File: src/rtl/dmem_pkg.sv
// Shared types and constants for the data-memory arbiter.
// Port ids double as the round-robin history bit.
package dmem_pkg;

  typedef enum logic [1:0] {
    ST_IDLE,
    ST_ACCESS,
    ST_RESP
  } state_e;

  localparam logic PORT_P  = 1'b0;
  localparam logic PORT_D  = 1'b1;
  localparam int   LAT_MAX = 7;
  localparam int   CNT_W   = 3;

endpackage

File: src/rtl/dmem_rr_pick.sv
// Two-way round-robin chooser: a lone requester wins, contention goes to
// the port that was not granted last.
module dmem_rr_pick
  import dmem_pkg::*;
(
  input  logic p_req,
  input  logic d_req,
  input  logic last_gnt,
  output logic grant_valid,
  output logic grant_id
);

  always_comb begin
    grant_valid = p_req | d_req;
    if (p_req & d_req) grant_id = ~last_gnt;
    else if (d_req)    grant_id = PORT_D;
    else               grant_id = PORT_P;
  end

endmodule

File: src/rtl/dmem_arbiter.sv
// Shares the single-port data memory between the pipeline (P) and the
// loader/debug port (D) with fixed-latency IDLE -> ACCESS -> RESP transactions.
module dmem_arbiter
  import dmem_pkg::*;
#(
  parameter int LAT = 1
) (
  input  logic       clock,
  input  logic       reset_n,
  input  logic       p_req,
  input  logic       p_we,
  input  logic [7:0] p_addr,
  input  logic [7:0] p_wdata,
  output logic       p_ack,
  output logic [7:0] p_rdata,
  output logic       stall,
  input  logic       d_req,
  input  logic       d_we,
  input  logic [7:0] d_addr,
  input  logic [7:0] d_wdata,
  output logic       d_ack,
  output logic [7:0] d_rdata,
  output logic       m_en,
  output logic       m_we,
  output logic [7:0] m_addr,
  output logic [7:0] m_wdata,
  input  logic [7:0] m_rdata
);

  localparam logic [CNT_W-1:0] CNT_LOAD = CNT_W'(LAT - 1);

  state_e           state_q;
  logic [CNT_W-1:0] cnt_q;
  logic             last_gnt_q;
  logic             gnt_q;
  logic             m_en_q, m_we_q;
  logic [7:0]       m_addr_q, m_wdata_q;
  logic             p_ack_q, d_ack_q;
  logic [7:0]       p_rdata_q, d_rdata_q;

  logic             grant_valid, grant_id;
  logic             sel_we_d;
  logic [7:0]       sel_addr_d, sel_wdata_d;

  dmem_rr_pick u_pick (
    .p_req       (p_req),
    .d_req       (d_req),
    .last_gnt    (last_gnt_q),
    .grant_valid (grant_valid),
    .grant_id    (grant_id)
  );

  always_comb begin
    sel_we_d    = p_we;
    sel_addr_d  = p_addr;
    sel_wdata_d = p_wdata;
    if (grant_id == PORT_D) begin
      sel_we_d    = d_we;
      sel_addr_d  = d_addr;
      sel_wdata_d = d_wdata;
    end
  end

  always_ff @(posedge clock or negedge reset_n) begin
    if (!reset_n) begin
      state_q    <= ST_IDLE;
      cnt_q      <= '0;
      last_gnt_q <= PORT_D;
      gnt_q      <= PORT_P;
      m_en_q     <= 1'b0;
      m_we_q     <= 1'b0;
      m_addr_q   <= '0;
      m_wdata_q  <= '0;
      p_ack_q    <= 1'b0;
      d_ack_q    <= 1'b0;
      p_rdata_q  <= '0;
      d_rdata_q  <= '0;
    end else begin
      p_ack_q <= 1'b0;
      d_ack_q <= 1'b0;
      case (state_q)
        ST_IDLE: begin
          if (grant_valid) begin
            gnt_q      <= grant_id;
            last_gnt_q <= grant_id;
            m_en_q     <= 1'b1;
            m_we_q     <= sel_we_d;
            m_addr_q   <= sel_addr_d;
            m_wdata_q  <= sel_wdata_d;
            cnt_q      <= CNT_LOAD;
            state_q    <= ST_ACCESS;
          end
        end
        ST_ACCESS: begin
          if (cnt_q != '0) begin
            cnt_q <= cnt_q - 1'b1;
          end else begin
            // Last access cycle: memory data is valid now, ack shows next cycle.
            m_en_q <= 1'b0;
            if (!m_we_q) begin
              if (gnt_q == PORT_P) p_rdata_q <= m_rdata;
              else                 d_rdata_q <= m_rdata;
            end
            if (gnt_q == PORT_P) p_ack_q <= 1'b1;
            else                 d_ack_q <= 1'b1;
            state_q <= ST_RESP;
          end
        end
        ST_RESP: state_q <= ST_IDLE;
        default: state_q <= ST_IDLE;
      endcase
    end
  end

  assign p_ack   = p_ack_q;
  assign d_ack   = d_ack_q;
  assign p_rdata = p_rdata_q;
  assign d_rdata = d_rdata_q;
  assign m_en    = m_en_q;
  assign m_we    = m_we_q;
  assign m_addr  = m_addr_q;
  assign m_wdata = m_wdata_q;
  assign stall   = p_req & ~p_ack_q;

endmodule

File: config.mk
export PLATFORM = sky130hd
export DESIGN_NAME = dmem_arbiter
export DESIGN_NICKNAME = d
export VERILOG_FILES = /design/src/rtl/dmem_pkg.sv /design/src/rtl/dmem_rr_pick.sv /design/src/rtl/dmem_arbiter.sv
export SDC_FILE = /design/constraint.sdc
export NUM_CORES = 1
export LEC_CHECK = 0
export ABC_AREA = 1
export CAP_MARGIN = 20
export CORE_UTILIZATION = 45
export DETAILED_ROUTE_END_ITERATION = 8
export DONT_BUFFER_PORTS = 1
export GPL_ROUTABILITY_DRIVEN = 1
export GPL_TIMING_DRIVEN = 0
export HOLD_SLACK_MARGIN = 0.05
export REMOVE_ABC_BUFFERS = 1
export SLEW_MARGIN = 20
export SYNTH_ARGS = -nofsm -noshare
export SYNTH_HDL_FRONTEND = slang
export SYNTH_SLANG_ARGS = --single-unit
File: constraint.sdc
create_clock -name clock -period 2.7 [get_ports clock]
set_input_delay 0.54 -clock clock [delete_from_list [all_inputs] [get_ports clock]]
set_output_delay 0.54 -clock clock [all_outputs]
set_load 0.01 [all_outputs]
Word level (Yosys, flattened, before mapping):

Index checks and enable logic that the tools add are counted.

* flip-flop bits (word level): 43
* output and inout port bits: 37
* logic and storage cells: 54

* add/sub/neg operators: 1
* equality and inequality tests: 4
* mux-type cells: 20
* bitwise operators: 8
* reduce and logical (&&, ||, !) cells: 9

Operators with widths (number)
* $mux W8: 2
* $mux W1: 11
* $reduce_and A4 Y1: 2
* $mux W3: 2
* $ne A2 B2 Y1 const B: 3
* $pmux W3 S2: 1
* $reduce_and A3 Y1: 2
* $not A1 Y1: 5
* $mux W2: 2
* $pmux W2 S2: 1
* $reduce_and A2 Y1: 2
* $reduce_bool A3 Y1: 1
* $sub A3 B1 Y3 const B: 1
* $and A1 B1 Y1: 2
* $eq A2 B1 Y1 const B: 1
* $logic_not A2 Y1: 1
* $pmux W1 S2: 1
* $reduce_bool A2 Y1: 1
* $or A1 B1 Y1: 1

Longest topological paths before layout:

Gate-level depths: netlist (run 1).

* depth in word-level cells: 3
* gate-level depth with buffers: 8
* gate-level depth less buffers: 8

By module:

From an unflattened synthesis (run 1), not the netlist that was laid out.

* cells, all modules: 253
* area total of the unflattened synthesis: 1993.2 um2

By module, submodules not included
* dmem_arbiter: times used 1, cells an instance 250, area each 1978.1 um2, sequential area each 1077.3 um2
* dmem_rr_pick: times used 1, cells an instance 3, area each 15.0 um2, sequential area each 0.0 um2

Worst setup path before layout (run 1):

No wires, ideal clock.

* path kind: input-to-output
* start: in p_req
* end: out stall
* arrival time: 728 ps
* data required time: 2160 ps
* slack: 1432 ps
* stages: 2
* cell sequence: inv_1 > nor2_1

* longest elaborated chain between the ends: 1

Ends and longest elaborated chain
* from (decl): line dmem_arbiter.sv:10 `input logic p_req,`
* $and A1 B1 Y1: line dmem_arbiter.sv:123 `assign stall = p_req & ~p_ack_q;`
* to (decl): line dmem_arbiter.sv:16 `output logic stall,`

Every way passes these cells.

Final worst setup path (run 1):

* start: reg p_ack_q (netlist: p_ack)
* end: out stall

* longest elaborated chain between the ends: 2

Ends and longest elaborated chain
* from (decl): line dmem_arbiter.sv:38 `logic p_ack_q, d_ack_q;`
* from (signal assigned): line dmem_arbiter.sv:74 `p_ack_q <= 1'b0;`
* from (signal assigned): line dmem_arbiter.sv:79 `p_ack_q <= 1'b0;`
* from (signal assigned): line dmem_arbiter.sv:104 `if (gnt_q == PORT_P) p_ack_q <= 1'b1;`
* $not A1 Y1: line dmem_arbiter.sv:123
* $and A1 B1 Y1: line dmem_arbiter.sv:123

Every way passes these cells.

==> metrics.log, run 1 <==
[metrics] run status: finished, violations left
[metrics] violated checks: design-rule violations
[metrics] TritonCTS clock tree: built
[metrics] Worst Max-Slew Pin Slew: 0.4859 ns
[metrics] top cell type by total area after synthesis: dfrtp_1
[metrics] launch point of the critical path: p_ack
[metrics] vias in the first global route: 1566
[metrics] floorplan die area: 5037 um^2
[metrics] uppermost layer routed: met4
[metrics] core area: 4474 um^2
[metrics] max-slew violation total from the final report: 0
[metrics] Max Fclk: 690.6 MHz
[metrics] mean instance size in the synthesized netlist: 7.785 um^2
[metrics] worst stage delay on the critical path: 0.42 ns
[metrics] hold buffer count at cts: 1
[metrics] leading post-synthesis cells by cell area: dfrtp_1 49%, nand2_1 19%, nand3_1 11%
[metrics] share of total power in sequential cells: 47.0%
[metrics] worst skew pair latency: 0.29 ns
[metrics] number of synthesized flops with an enable pin: 0
[metrics] startpoint of the lowest-slack register-to-register path: cnt_q[0]
[metrics] number of distinct standard cells referenced by the synthesized netlist: 18
[metrics] Worst Path Required: 2.16 ns
[metrics] ys async rst share: 100.0%
[metrics] critical path endpoint category: output port
[metrics] fraction of layout instances using a drive strength above 1: 9.747%
[metrics] MaxCap Viol Count: 0
[metrics] Detail Route Antenna Nets: 0
[metrics] 1st-iter DRT viols: 62
[metrics] area added between synthesis and finish: 7.481%
[metrics] minimum period implied by the final worst setup slack: 1.448 ns
[metrics] leak pwr: 1.324 nW
[metrics] post-route clock period utilization: 53.63%
[metrics] total routing resource utilization after global routing: 18.34%
[metrics] post-synthesis instance total: 275
[metrics] total negative setup slack: 0 ns
[metrics] Worst setup endpoint: stall
[metrics] maximum number of pins on one net before global-route repair: 43
[metrics] clock network fraction of total power: 20.5%
[metrics] Util after Layout: 51.43%
[metrics] worst endpoint data arrival time: 0.91 ns
[metrics] Design Power: 2.855 mW
[metrics] Placer Congestion: 0.7574
[metrics] Most used DFF post-synth: dfrtp_1
[metrics] post-route insts no fill: 329
[metrics] synth warn: 0
[metrics] setup violation total in the final timing report: 0
[metrics] internal power: 1.647 mW
[metrics] clock root buffer: clkbuf_8
[metrics] buffer count from post-CTS setup fixing: 0
[metrics] worst voltage drop across the vdd grid: 0.5171 mV
[metrics] slowest cell on the critical path: dfrtp_1
[metrics] Initial Utilization: 47.85%
[metrics] critical path buffer and inverter count: 0
[metrics] most frequent cells after synthesis: 106 x nand2_1, 48 x nand3_1, 42 x dfrtp_1
[metrics] WL met2: 1873 um
[metrics] Bufs on Longest Clock Path: 2
[metrics] overall die height: 70.98 um
[metrics] switching power of the nets: 1.208 mW
[metrics] fraction of power spent switching nets: 42.30%
[metrics] headroom to the max-slew limit: 67.49%
[metrics] first-pass detailed-route iteration total: 6
[metrics] residual overflow from global routing: 0
[metrics] end of the worst register-to-register path: p_rdata[4]
[metrics] H-tree levels: 2
[metrics] count of instances resized after the clock tree is built: 0
[metrics] number of cell instances on the worst register-to-register path: 7
[metrics] detailed-placement wirelength estimate: 2930 um
[metrics] Combinational Power Share: 32.5%
[metrics] first-pass GRT wire length: 7293 um
[metrics] Post-Route WL: 4162 um
[metrics] crit-path leading delay family: flip-flops
[metrics] Register-to-Register Setup Slack: 1.28 ns
[metrics] row count: 24
[metrics] flops & latches, synth: 43
[metrics] Inserted Diodes: 0
[metrics] horizontal die dimension: 70.98 um
[metrics] number of remaining DRC errors: 6
[metrics] Fin Clk Skew: 0.007007 ns
[metrics] number of hold-slack violations in the final timing report: 0
[metrics] mean number of vias per cell: 4.979
[metrics] unrepaired setup endpoints after global routing: false
[metrics] io pins: 83
[metrics] worst-path maximum fanout: 2
[metrics] Final Net Count: 324
[metrics] clock slew seen by the registers of the worst setup and hold paths: 0.08 ns
[metrics] Inserted Clock Buffers: 5
[metrics] critical-path cell list: nor2_1
[metrics] post-synthesis sequential area ratio: 50.32%
[metrics] cell area after synthesis: 2141 um^2
[metrics] Worst Hold Class: in -> async
[metrics] Setup crit start kind: flip-flop
[metrics] total power per unit cell area: 1241 nW/um^2
[metrics] via count: 1638
[metrics] met3 wire length: 355 um
[metrics] top-count cell post-synth: nand2_1
[metrics] clock sink count: 43
[metrics] proportion of netlist area held by the largest area contributor: 49.09%
[metrics] critical path start-end classification: reg -> out
[metrics] number of I/O port buffers: 0
[metrics] Placed Cells incl. Taps: 320
[metrics] Routed WL per cell: 12.65 um
[metrics] initial antenna violation count: 0
[metrics] logic depth of the worst path, buffers included: 1
[metrics] routed metal-1 wire length: 1919 um
placed cells by master (no fill, tap or decap):
cell          n
nand2_1     106
nand3_1      48
dfrtp_1      42
inv_1        41
nor2_1        9
nand2_2       7
clkbuf_8      5
inv_2         3
nor2_4        3
nand2_4       2
ha_1          2
bufinv_16     2
nand3_2       1
nor3_1        1
nor2_8        1
o21ai_0       1
clkinvlp_4    1
buf_12        1
dfstp_2       1
per-stage QoR:
step | hold slack, ns | setup WS (ns) | cell area (um^2)
after CTS | 0.07224 | 1.224 | 2301
after global placement | 0.2459 | 1.286 | 2145
after floorplan | 0.2444 | 1.432 | 2079
after global routing | 0.06571 | 1.145 | 2301
after detailed placement | 0.2458 | 1.271 | 2145
final | 0.08758 | 1.252 | 2301
worst min-delay path by stage:
| stage | startpoint | end | cells after the start |
|---|---|---|---|
| after floorplan | reset_n | cnt_q[0] | 0 |
| after global placement | reset_n | d_rdata[6] | 0 |
| after detailed placement | reset_n | d_rdata[6] | 0 |
| after CTS | reset_n | last_gnt_q | 0 |
| after global routing | reset_n | last_gnt_q | 0 |
| final | reset_n | d_rdata[5] | 1 |
cell families after synthesis:
logic type               after synthesis  synth area share [%]
AO/OA/AOI/OAI                          1                0.2336
adder cells (fa/ha/maj)                2                 1.169
buffers and inverters                 51                 10.58
flip-flops                            43                 50.32
AND/OR/NAND/NOR                      178                 37.70
layer usage:
layer / global-route usage, % / vias to the layer above
li1: - / 833
met3: 6.410 / 2
met4: 5.556 / 0
met1: 24.17 / 734
met2: 28.63 / 69
met5: 0 / -
flip-flops by register name, summed over array words and instances, names as in the netlist:
register / cells
last_gnt_q: 1
p_ack: 1
cnt_q: 3
p_rdata: 8
gnt_q: 1
m_en: 1
m_addr: 8
state_q: 2
m_wdata: 8
d_ack: 1
d_rdata: 8
m_we: 1
power by group through the flow:
stage          Sequential [mW]  Clock [mW]  Combinational [mW]
3_3_place_gp              1.35           0               0.918
6_report                  1.34       0.584               0.928
4_1_cts                   1.35       0.610               0.957
3_5_place_dp              1.35           0               0.945
2_1_floorplan             1.29           0               0.761
5_1_grt                   1.39       0.631                1.10
final cells by class:
| class | instances | area [um^2] |
|---|---|---|
| Clock inverter | 3 | 67.56 |
| Inverter | 44 | 165.2 |
| Multi-Input combinational cell | 181 | 837.1 |
| Clock buffer | 5 | 68.82 |
| Fill cell | 450 | 2173 |
| Timing Repair Buffer | 1 | 20.02 |
| Tap cell | 52 | 65.06 |
| Sequential cell | 43 | 1077 |
Power figures use the tool's default switching activity.
==> inputs of run 2 (changes only) <==
==> constraint.sdc (replaced) <==
create_clock -name clock -period 1.21 [get_ports clock]
set_input_delay 0.242 -clock clock [delete_from_list [all_inputs] [get_ports clock]]
set_output_delay 0.242 -clock clock [all_outputs]
set_load 0.01 [all_outputs]
==> metrics.log, run 2 (same netlist as run 1, synthesis figures left out) <==
[metrics] Detail Route Antenna Nets: 0
[metrics] cell area after layout: 2566 um^2
[metrics] Final Net Count: 344
[metrics] MaxCap Viol Count: 0
[metrics] setup violation total in the final timing report: 20
[metrics] Worst Path Required: 1.39 ns
[metrics] overall die height: 70.98 um
[metrics] via count: 1743
[metrics] setup ws final: -0.1205 ns
[metrics] Post-Route WL: 4889 um
[metrics] worst voltage drop across the vdd grid: 1.221 mV
[metrics] leading cell type in the layout, fill and taps excluded: nand2_1
[metrics] run status: finished, violations left
[metrics] worst endpoint data arrival time: 1.51 ns
[metrics] Inserted Clock Buffers: 5
[metrics] detailed-placement wirelength estimate: 2930 um
[metrics] headroom to the max-slew limit: 72.94%
[metrics] share of total power in sequential cells: 41.4%
[metrics] Register-to-Register Setup Slack: -0.12 ns
[metrics] Inserted Diodes: 0
[metrics] mean number of vias per cell: 4.994
[metrics] vias in the first global route: 1630
[metrics] core area: 4474 um^2
[metrics] fraction of layout instances using a drive strength above 1: 19.19%
[metrics] minimum period implied by the final worst setup slack: 1.331 ns
[metrics] maximum number of pins on one net before global-route repair: 44
[metrics] fraction of power spent switching nets: 42.22%
[metrics] internal power: 4.261 mW
[metrics] residual overflow from global routing: 0
[metrics] clock network fraction of total power: 17.8%
[metrics] Fin Clk Skew: 0.005384 ns
[metrics] first-pass detailed-route iteration total: 6
[metrics] total power per unit cell area: 2874 nW/um^2
[metrics] number of hold-slack violations in the final timing report: 43
[metrics] worst skew pair latency: 0.29 ns
[metrics] Combinational Power Share: 40.8%
[metrics] end of the worst register-to-register path: cnt_q[0]
[metrics] number of cell instances on the worst register-to-register path: 8
[metrics] Util after Layout: 57.35%
[metrics] Post-Route Hold Slack: -0.3649 ns
[metrics] io pins: 83
[metrics] Setup crit start kind: flip-flop
[metrics] Initial Utilization: 47.85%
[metrics] total routing resource utilization after global routing: 19.60%
[metrics] clock root buffer: clkbuf_8
[metrics] startpoint of the lowest-slack register-to-register path: cnt_q[0]
[metrics] violated checks: design-rule violations, negative hold slack, negative setup slack
[metrics] leak pwr: 1.447 nW
[metrics] row count: 24
[metrics] worst-path maximum fanout: 4
[metrics] 1st-iter DRT viols: 99
[metrics] placed cell area: 2145 um^2
[metrics] horizontal die dimension: 70.98 um
[metrics] post-route clock period utilization: 110.0%
[metrics] Bufs on Longest Clock Path: 2
[metrics] first-pass GRT wire length: 7741 um
[metrics] Max Fclk: 751.6 MHz
[metrics] most used cells in the layout excluding fill and tap cells: 102 x nand2_1, 47 x nand3_1, 42 x dfrtp_1
[metrics] clock slew seen by the registers of the worst setup and hold paths: 0.08 ns
[metrics] unrepaired setup endpoints after global routing: true
[metrics] critical path endpoint category: flip-flop
[metrics] Routed WL per cell: 14.01 um
[metrics] Worst Hold Class: in -> async
[metrics] H-tree levels: 2
[metrics] initial antenna violation count: 0
[metrics] Worst Max-Slew Pin Slew: 0.4059 ns
[metrics] floorplan die area: 5037 um^2
[metrics] number of I/O port buffers: 0
[metrics] area added between synthesis and finish: 19.87%
[metrics] switching power of the nets: 3.113 mW
[metrics] total negative setup slack: -1.245 ns
[metrics] clock sink count: 43
[metrics] post-placement setup slack: -0.2089 ns
[metrics] number of remaining DRC errors: 6
[metrics] TritonCTS clock tree: built
[metrics] critical path start-end classification: reg -> reg
[metrics] max-slew violation total from the final report: 0
[metrics] Placer Congestion: 0.7574
-- run 2: power by group through the flow --
stage / clock [mW] / combinational, mW / sequential (mW)
floorplan: 0 / 1.70 / 2.88
global placement: 0 / 2.05 / 3.01
detailed placement: 0 / 2.11 / 3.02
CTS: 1.36 / 2.65 / 3.04
global route: 1.41 / 3.40 / 3.14
finish: 1.31 / 3.01 / 3.05
-- run 2: metal layers --
layer	global-route usage, %	part of all wire (%)	routed length [um]
met1	25.09	46	2227
met3	6.410	6.6	321
met5	0	0	0
met2	31.94	47	2304
met4	5.556	0.74	36
-- run 2: per-stage QoR --
stage               std cells  power, mW
global route              349      7.954
floorplan                 268      4.576
global placement          320      5.060
CTS                       338      7.051
detailed placement        320      5.127
finish                    349      7.374
-- run 2: cell type report --
type	count	area, um^2
fill	439	1908
sequential	43	1077
multi-input combinational	184	964.7
inverter	44	165.2
timing repair buffer	18	157.7
clock buffer	5	68.82
clock inverter	3	67.56
tap	52	65.06
-- run 2: what timing repair did --
item                       in CTS  in global routing
resized for setup              15                  9
setup endpoints to repair      39                 36
pin swaps                      10                  5
cloned                          1                  2
hold endpoints to repair       43                 44
buffers inserted                9                  8
-- run 2: worst max path at each step --
| stage | endpoint | cells after the start | slack (ns) | startpoint |
|---|---|---|---|---|
| CTS | p_rdata[1] | 7 | -0.1 | cnt_q[1] |
| finish | cnt_q[0] | 8 | -0.12 | cnt_q[0] |
| global route | p_rdata[1] | 7 | -0.18 | cnt_q[0] |
| global placement | p_rdata[3] | 7 | -0.19 | cnt_q[0] |
| floorplan | p_rdata[0] | 7 | -0.01 | cnt_q[0] |
| detailed placement | p_rdata[4] | 7 | -0.21 | cnt_q[0] |
-- run 2: critical path, stage by stage, from the launching register on --
cell	delay [ns]
dfrtp_1	0.39
inv_2	0.10
ha_4	0.18
nand2_8	0.06
buf_4	0.13
buf_6	0.11
buf_4	0.13
nand3_2	0.06
nand2_1	0.05
